[src/rtl/uart_tx_arbiter_if.sv]
// uart_tx_arbiter_if: requester holding-slot signals plus the UART TX start/done handshake.
// The arbiter connects via the slave modport; the requesters/UART side uses master.
interface uart_tx_arbiter_if #(
    parameter int unsigned NB_DATA = 8,
    parameter int unsigned N_REQ   = 4
);
    logic [N_REQ-1:0]         i_req_start;
    logic [N_REQ*NB_DATA-1:0] i_req_data;
    logic [N_REQ-1:0]         o_req_busy;
    logic [N_REQ-1:0]         o_req_overflow;
    logic                     o_tx_start;
    logic [NB_DATA-1:0]       o_tx_data;
    logic                     i_tx_done;
    logic [N_REQ-1:0]         o_grant;
    logic                     o_timeout;

    modport master (
        output i_req_start, i_req_data, i_tx_done,
        input  o_req_busy, o_req_overflow, o_tx_start, o_tx_data, o_grant, o_timeout
    );

    modport slave (
        input  i_req_start, i_req_data, i_tx_done,
        output o_req_busy, o_req_overflow, o_tx_start, o_tx_data, o_grant, o_timeout
    );
endinterface

[src/rtl/uart_tx_arbiter.sv]
// uart_tx_arbiter: shares one UART transmitter among N_REQ one-byte holding slots.
// Round-robin scan from ptr picks the next busy slot; one byte in flight at a time;
// an optional watchdog abandons a transfer whose done pulse never arrives.
module uart_tx_arbiter #(
    parameter int unsigned NB_DATA        = 8,
    parameter int unsigned N_REQ          = 4,
    parameter int unsigned TIMEOUT_CYCLES = 0,
    parameter int unsigned NB_TIMEOUT     = 16
) (
    input logic              i_clk,
    input logic              i_reset,
    uart_tx_arbiter_if.slave bus
);
    localparam int unsigned           NB_PTR    = (N_REQ > 1) ? $clog2(N_REQ) : 1;
    localparam logic [NB_PTR-1:0]     LAST_REQ  = NB_PTR'(N_REQ - 1);
    // Only meaningful when the watchdog is enabled (TIMEOUT_CYCLES != 0).
    localparam logic [NB_TIMEOUT-1:0] WDOG_LAST = NB_TIMEOUT'(TIMEOUT_CYCLES - 1);

    typedef enum logic [0:0] {StIdle, StWaitDone} state_e;

    state_e              state_q;
    logic [NB_PTR-1:0]   ptr_q;
    logic [N_REQ-1:0]    busy_q;
    logic [N_REQ-1:0]    ovf_q;
    logic [NB_DATA-1:0]  slot_data_q [N_REQ];
    logic                tx_start_q;
    logic [NB_DATA-1:0]  tx_data_q;
    logic [N_REQ-1:0]    grant_q;
    logic                timeout_q;
    logic [NB_TIMEOUT-1:0] wdog_q;

    logic              win_found;
    logic [NB_PTR-1:0] win_idx;
    logic [N_REQ-1:0]  win_oh;
    logic              issue;
    int unsigned       scan_idx;

    // Round-robin pick: first busy slot at or after ptr, wrapping modulo N_REQ
    always_comb begin
        win_found = 1'b0;
        win_idx   = '0;
        scan_idx  = 0;
        for (int unsigned k = 0; k < N_REQ; k++) begin
            scan_idx = (32'(ptr_q) + k) % N_REQ;
            if (!win_found && busy_q[scan_idx]) begin
                win_found = 1'b1;
                win_idx   = NB_PTR'(scan_idx);
            end
        end
        win_oh = N_REQ'(1) << win_idx;
        issue  = (state_q == StIdle) && win_found;
    end

    // Holding slots: capture when free, flag overflow when busy, free when issued
    always_ff @(posedge i_clk) begin
        if (i_reset) begin
            busy_q <= '0;
            ovf_q  <= '0;
            for (int unsigned i = 0; i < N_REQ; i++) begin
                slot_data_q[i] <= '0;
            end
        end else begin
            for (int unsigned i = 0; i < N_REQ; i++) begin
                if (issue && win_oh[i]) begin
                    busy_q[i] <= 1'b0;
                end
                // Judged on the registered busy bit, so a start in the issue cycle overflows.
                if (bus.i_req_start[i]) begin
                    if (busy_q[i]) begin
                        ovf_q[i] <= 1'b1;
                    end else begin
                        busy_q[i]      <= 1'b1;
                        slot_data_q[i] <= bus.i_req_data[i*NB_DATA +: NB_DATA];
                    end
                end
            end
        end
    end

    // Scheduler FSM: issue one byte, then wait for done or watchdog expiry
    always_ff @(posedge i_clk) begin
        if (i_reset) begin
            state_q    <= StIdle;
            ptr_q      <= '0;
            tx_start_q <= 1'b0;
            tx_data_q  <= '0;
            grant_q    <= '0;
            timeout_q  <= 1'b0;
            wdog_q     <= '0;
        end else begin
            tx_start_q <= 1'b0;
            case (state_q)
                StIdle: begin
                    // Done pulses seen here belong to no transfer and are ignored.
                    if (win_found) begin
                        tx_data_q  <= slot_data_q[win_idx];
                        tx_start_q <= 1'b1;
                        grant_q    <= win_oh;
                        ptr_q      <= (win_idx == LAST_REQ) ? '0 : win_idx + 1'b1;
                        wdog_q     <= '0;
                        state_q    <= StWaitDone;
                    end
                end
                StWaitDone: begin
                    if (bus.i_tx_done) begin
                        state_q <= StIdle;
                        grant_q <= '0;
                    end else if (TIMEOUT_CYCLES != 0) begin
                        if (wdog_q == WDOG_LAST) begin
                            state_q   <= StIdle;
                            grant_q   <= '0;
                            timeout_q <= 1'b1;
                        end else begin
                            wdog_q <= wdog_q + 1'b1;
                        end
                    end
                end
                default: begin
                    state_q <= StIdle;
                    grant_q <= '0;
                end
            endcase
        end
    end

    assign bus.o_req_busy     = busy_q;
    assign bus.o_req_overflow = ovf_q;
    assign bus.o_tx_start     = tx_start_q;
    assign bus.o_tx_data      = tx_data_q;
    assign bus.o_grant        = grant_q;
    assign bus.o_timeout      = timeout_q;
endmodule

[src/flat_wrapper.sv]
// flat-port wrapper written by rule: the top's interface ports become plain ports
module uart_tx_arbiter_flat 
#(
    parameter int unsigned NB_DATA        = 8,
    parameter int unsigned N_REQ          = 4,
    parameter int unsigned TIMEOUT_CYCLES = 0,
    parameter int unsigned NB_TIMEOUT     = 16
)
  (i_clk, i_reset, bus_i_req_start, bus_i_req_data, bus_i_tx_done, bus_o_req_busy, bus_o_req_overflow, bus_o_tx_start, bus_o_tx_data, bus_o_grant, bus_o_timeout);
  uart_tx_arbiter_if #(.NB_DATA(NB_DATA), .N_REQ(N_REQ)) bus_i ();
  input logic i_clk;
  input logic i_reset;
  input wire logic [$bits(bus_i.i_req_start)-1:0] bus_i_req_start;
  input wire logic [$bits(bus_i.i_req_data)-1:0] bus_i_req_data;
  input wire logic [$bits(bus_i.i_tx_done)-1:0] bus_i_tx_done;
  output wire logic [$bits(bus_i.o_req_busy)-1:0] bus_o_req_busy;
  output wire logic [$bits(bus_i.o_req_overflow)-1:0] bus_o_req_overflow;
  output wire logic [$bits(bus_i.o_tx_start)-1:0] bus_o_tx_start;
  output wire logic [$bits(bus_i.o_tx_data)-1:0] bus_o_tx_data;
  output wire logic [$bits(bus_i.o_grant)-1:0] bus_o_grant;
  output wire logic [$bits(bus_i.o_timeout)-1:0] bus_o_timeout;
  assign bus_i.i_req_start = bus_i_req_start;
  assign bus_i.i_req_data = bus_i_req_data;
  assign bus_i.i_tx_done = bus_i_tx_done;
  assign bus_o_req_busy = bus_i.o_req_busy;
  assign bus_o_req_overflow = bus_i.o_req_overflow;
  assign bus_o_tx_start = bus_i.o_tx_start;
  assign bus_o_tx_data = bus_i.o_tx_data;
  assign bus_o_grant = bus_i.o_grant;
  assign bus_o_timeout = bus_i.o_timeout;
  uart_tx_arbiter #(.NB_DATA(NB_DATA), .N_REQ(N_REQ), .TIMEOUT_CYCLES(TIMEOUT_CYCLES), .NB_TIMEOUT(NB_TIMEOUT)) u_core (.i_clk(i_clk), .i_reset(i_reset), .bus(bus_i));
endmodule
[config.mk]
export PLATFORM = sky130hd
export DESIGN_NAME = uart_tx_arbiter_flat
export DESIGN_NICKNAME = d
export VERILOG_FILES = /design/src/rtl/uart_tx_arbiter_if.sv /design/src/rtl/uart_tx_arbiter.sv /design/src/flat_wrapper.sv
export SDC_FILE = /design/constraint.sdc
export NUM_CORES = 1
export LEC_CHECK = 0
export CAP_MARGIN = 20
export CORE_AREA = 2 2 74 76
export DETAILED_ROUTE_END_ITERATION = 8
export DIE_AREA = 0 0 76 78
export GPL_ROUTABILITY_DRIVEN = 0
export PLACE_DENSITY = 0.86
export SLEW_MARGIN = 20
export SYNTH_ARGS = -nofsm -noshare
export SYNTH_HDL_FRONTEND = slang
export SYNTH_SLANG_ARGS = --single-unit
[constraint.sdc]
create_clock -name i_clk -period 1.9 [get_ports i_clk]
set_input_delay 0.38 -clock i_clk [delete_from_list [all_inputs] [get_ports i_clk]]
set_output_delay 0.38 -clock i_clk [all_outputs]
set_load 0.02 [all_outputs]
==> flow_summary.rst, run 1 <==
.. list-table::
   :header-rows: 1

   * - Metric
     - Value
   * - Fin crit share
     - 94.2%
   * - Commonest cells in the synthesized netlist
     - sky130_fd_sc_hd__and2_1 (33), sky130_fd_sc_hd__edfxtp_1 (32), sky130_fd_sc_hd__dfxtp_1 (24)
   * - Cell with the biggest individual delay on the critical path
     - sky130_fd_sc_hd__clkdlybuf4s50_1
   * - Primary FF master, synth
     - sky130_fd_sc_hd__edfxtp_1
   * - Highest attainable clock frequency
     - 559 MHz
   * - Kind of launch point of the worst setup path
     - flip-flop
   * - Arrival time of the worst setup path
     - 1.41 ns
   * - Max-cap violation count
     - 0
   * - Clock Root Buffer
     - sky130_fd_sc_hd__clkbuf_8
   * - DRC Markers
     - 0
   * - Worst IR drop on VDD
     - 528 uV
   * - I/O pin count
     - 61
   * - Core area
     - 5040 sq um
   * - Clock input transition at the sequential cells of the worst setup and hold paths
     - 0.09 ns
   * - Post-Syn Instances
     - 202
   * - Syn. warnings
     - 0
   * - Die area
     - 5930 sq um
   * - Routed vias/inst
     - 5.19
   * - H-tree depth
     - 2
   * - Die Wd
     - 76 um
   * - Post-route cell area
     - 3250 sq um
   * - Antenna fix cells
     - 0
   * - Cell chain of the critical path
     - clkdlybuf4s50_1
   * - TritonRoute pass-1 iters
     - 4
   * - Worst Hold Class
     - reg2reg
   * - Number of hold violations in the final report
     - 0
   * - Total of flip-flops plus latches after synthesis
     - 56
   * - # port buffers
     - 59
   * - Via count of the routed design
     - 1,775
   * - Wire length of the first global-routing pass
     - 8470 um
   * - Routed wire length per instance
     - 15.6 um
   * - Cell taking the most area after synthesis
     - sky130_fd_sc_hd__edfxtp_1
   * - Instance count after placement with tap cells included
     - 334
   * - Number of global-route vias before repair
     - 1,813
   * - Max-slew violation total from the final report
     - 0
   * - Setup repair after global routing missed its margin
     - false
   * - Post-route ant nets
     - 0
   * - Register area share after synthesis
     - 58.7%
   * - Critical path buffers and inverters
     - 1
   * - Chip height
     - 78 um
   * - CTS tree
     - done
   * - Signed area change from the synthesized netlist to the final layout
     - 32.2%
   * - Antenna violations before repair
     - 0
   * - Top cell family by delay on the critical path
     - buffers and inverters
   * - Total power density per cell area
     - 962 nW/um^2
   * - CTS Buf Count
     - 5
   * - Cell area after technology mapping
     - 2460 sq um
   * - Area share of the largest cell type after synthesis
     - 39.1%
   * - Final WL
     - 5330 um
   * - Final setup violation count
     - 0
   * - Crit path kind
     - reg2out
   * - Number of violations reported at the end of detailed-routing iteration 0
     - 98
   * - Effective utilization at floorplan
     - 48.7%
   * - Nets
     - 311
   * - Clock network latency to the later pin of the worst-skew pair
     - 0.31 ns
   * - Final non-filler cell total
     - 342
   * - Cell Area, Placed
     - 3160 sq um
   * - Delay of the slowest cell on the worst path
     - 0.65 ns
   * - Rows
     - 26
   * - Fraction of final layout cells with drive strength greater than 1
     - 12.5%
   * - Final min period
     - 1.79 ns
   * - Data required time at the worst endpoint
     - 1.52 ns
   * - Summed negative setup slack over all endpoints
     - 0 ns
   * - Syn Area/Cell
     - 12.2 sq um
   * - EDFF count, synth
     - 32
   * - Highest fanout seen on the critical path
     - 6
   * - Most repeated cell in the gate-level netlist after synthesis
     - sky130_fd_sc_hd__and2_1
   * - Maximum root-to-sink buffer count
     - 2
   * - Worst hold-check slack
     - 0.465 ns
   * - Worst clock skew
     - 0.00402 ns
   * - Static leakage power
     - 1.23 nW
   * - Post-route core utilization
     - 64.4%
   * - Library cells used by synthesis
     - 38
   * - Synth Net Count
     - 242
   * - Top post-synthesis cells by area
     - sky130_fd_sc_hd__edfxtp_1 (39%), sky130_fd_sc_hd__dfxtp_1 (20%), sky130_fd_sc_hd__and2_1 (8.4%), sky130_fd_sc_hd__mux2i_1 (4.9%), sky130_fd_sc_hd__buf_6 (2.3%)
   * - Kind of end point of the critical path
     - output pin
   * - GR Util All Layers
     - 18.5%
   * - Pin count of the biggest net entering global routing
     - 21
   * - Remaining global-route overflow
     - 0
   * - Clock sink count
     - 56
   * - Detailed placer's ending HPWL
     - 4040 um
   * - Share of async-settable or async-resettable flops after synthesis
     - 0%
   * - Status
     - finished, final reports clean
[layer usage]
metal | share of wire [%] | global-route usage [%]
met1 | 42 | 21.9
met2 | 52 | 34.1
met3 | 4.7 | 2.91
met4 | 1.5 | 6.55
met5 | 0 | 0
[sequential cells by signal, summed over array words and instances (netlist names)]
name and cells:
u_core.bus.o_req_overflow 4, u_core.bus.o_req_busy 4, u_core.slot_data_q 32, u_core.bus.o_tx_start 1, u_core.bus.o_grant 4, u_core.ptr_q 2, u_core.state_q 1, u_core.bus.o_tx_data 8
[path summary, 6_finish.rpt]
path | start | endpoint | slack [ns] | depth (start not counted)
max | u_core.bus.o_req_busy[1] | bus_o_req_busy[1] | 0.11 | 1
min | u_core.bus.o_grant[1] | u_core.bus.o_grant[1] | 0.46 | 2
max reg2reg | u_core.bus.o_req_busy[1] | u_core.bus.o_tx_data[0] | 0.12 | 5
min reg2reg | u_core.bus.o_grant[1] | u_core.bus.o_grant[1] | 0.46 | 2
[layout by cell type, fill, tap and decap left out, drive strengths merged]
| master | netlist | final |
|---|---|---|
| a211oi | 2 | 2 |
| a21oi | 11 | 11 |
| a221oi | 6 | 6 |
| a22oi | 1 | 1 |
| a31o | 2 | 2 |
| and2 | 33 | 33 |
| and3 | 1 | 1 |
| buf | 6 | 12 |
| clkbuf | 3 | 5 |
| clkdlybuf4s50 | 0 | 59 |
| clkinv | 0 | 2 |
| clkinvlp | 0 | 1 |
| conb | 1 | 1 |
| dfxtp | 24 | 24 |
| edfxtp | 32 | 32 |
| ha | 1 | 1 |
| inv | 10 | 10 |
| mux2i | 12 | 12 |
| nand2 | 11 | 11 |
| nand2b | 7 | 7 |
| nand3 | 2 | 2 |
| nor2 | 12 | 12 |
| nor2b | 1 | 1 |
| nor3 | 1 | 1 |
| nor3b | 1 | 1 |
| nor4 | 1 | 1 |
| o21a | 7 | 7 |
| o21ai | 2 | 2 |
| o221ai | 2 | 2 |
| o22ai | 1 | 1 |
| o2bb2a | 1 | 1 |
| o41ai | 6 | 6 |
| or3 | 1 | 1 |
| or4 | 1 | 1 |
[final cells by class]
| class | count | area (sq um) |
|---|---|---|
| repair buffers | 71 | 693 |
| well taps | 70 | 87.6 |
| flip-flops and latches | 56 | 1450 |
| clock buffers | 5 | 68.8 |
| inverters | 10 | 37.5 |
| multi-input cells | 127 | 902 |
| clock inverters | 3 | 13.8 |
| fillers | 387 | 1790 |
[report_power, final]
part | internal [W] | switching [W] | total (W)
clock network | 0.000250 | 0.000370 | 0.000621
logic | 0.000462 | 0.000489 | 0.000951
registers | 0.00145 | 0.000101 | 0.00155
total | 0.00216 | 0.000961 | 0.00312
[logic make-up (layout without fill, tap and decap cells)]
group / after synthesis / count (layout) / synth area share [%]
fa+ha+maj: 1 / 1 / 0.509
buf+inv: 19 / 89 / 4.58
other cells: 1 / 1 / 0.153
simple gates: 72 / 72 / 18.3
compound gates: 41 / 41 / 12.9
mux: 12 / 12 / 4.89
flops: 56 / 56 / 58.7
[per-stage QoR]
stage | total power, W | setup slack [ns]
after detailed placement | 0.00253 | 0.0758
after floorplan | 0.00216 | 0.163
final | 0.00312 | 0.110
after CTS | 0.00313 | 0.0235
after global routing | 0.00327 | 0.0183
after global placement | 0.00249 | 0.126
[what timing repair did]
action                                  4_1_cts  5_1_grt
gates resized for setup                       0        3
hold buffers                                  0        0
endpoints found under the setup margin        0        6
endpoints found under the hold margin         0        0
buffers inserted                              0        0
Power figures use the tool's default switching activity.
==> run 2: changes to the inputs <==
--- a/config.mk
+++ b/config.mk
@@ -11,7 +11,7 @@
 export DIE_AREA = 0 0 76 78
 export GPL_ROUTABILITY_DRIVEN = 0
 export PLACE_DENSITY = 0.86
-export SLEW_MARGIN = 20
+export SLEW_MARGIN = 10
 export SYNTH_ARGS = -nofsm -noshare
 export SYNTH_HDL_FRONTEND = slang
 export SYNTH_SLANG_ARGS = --single-unit
==> results of run 2 <==
Final layout, timing and power as in run 1 (identical DEF).
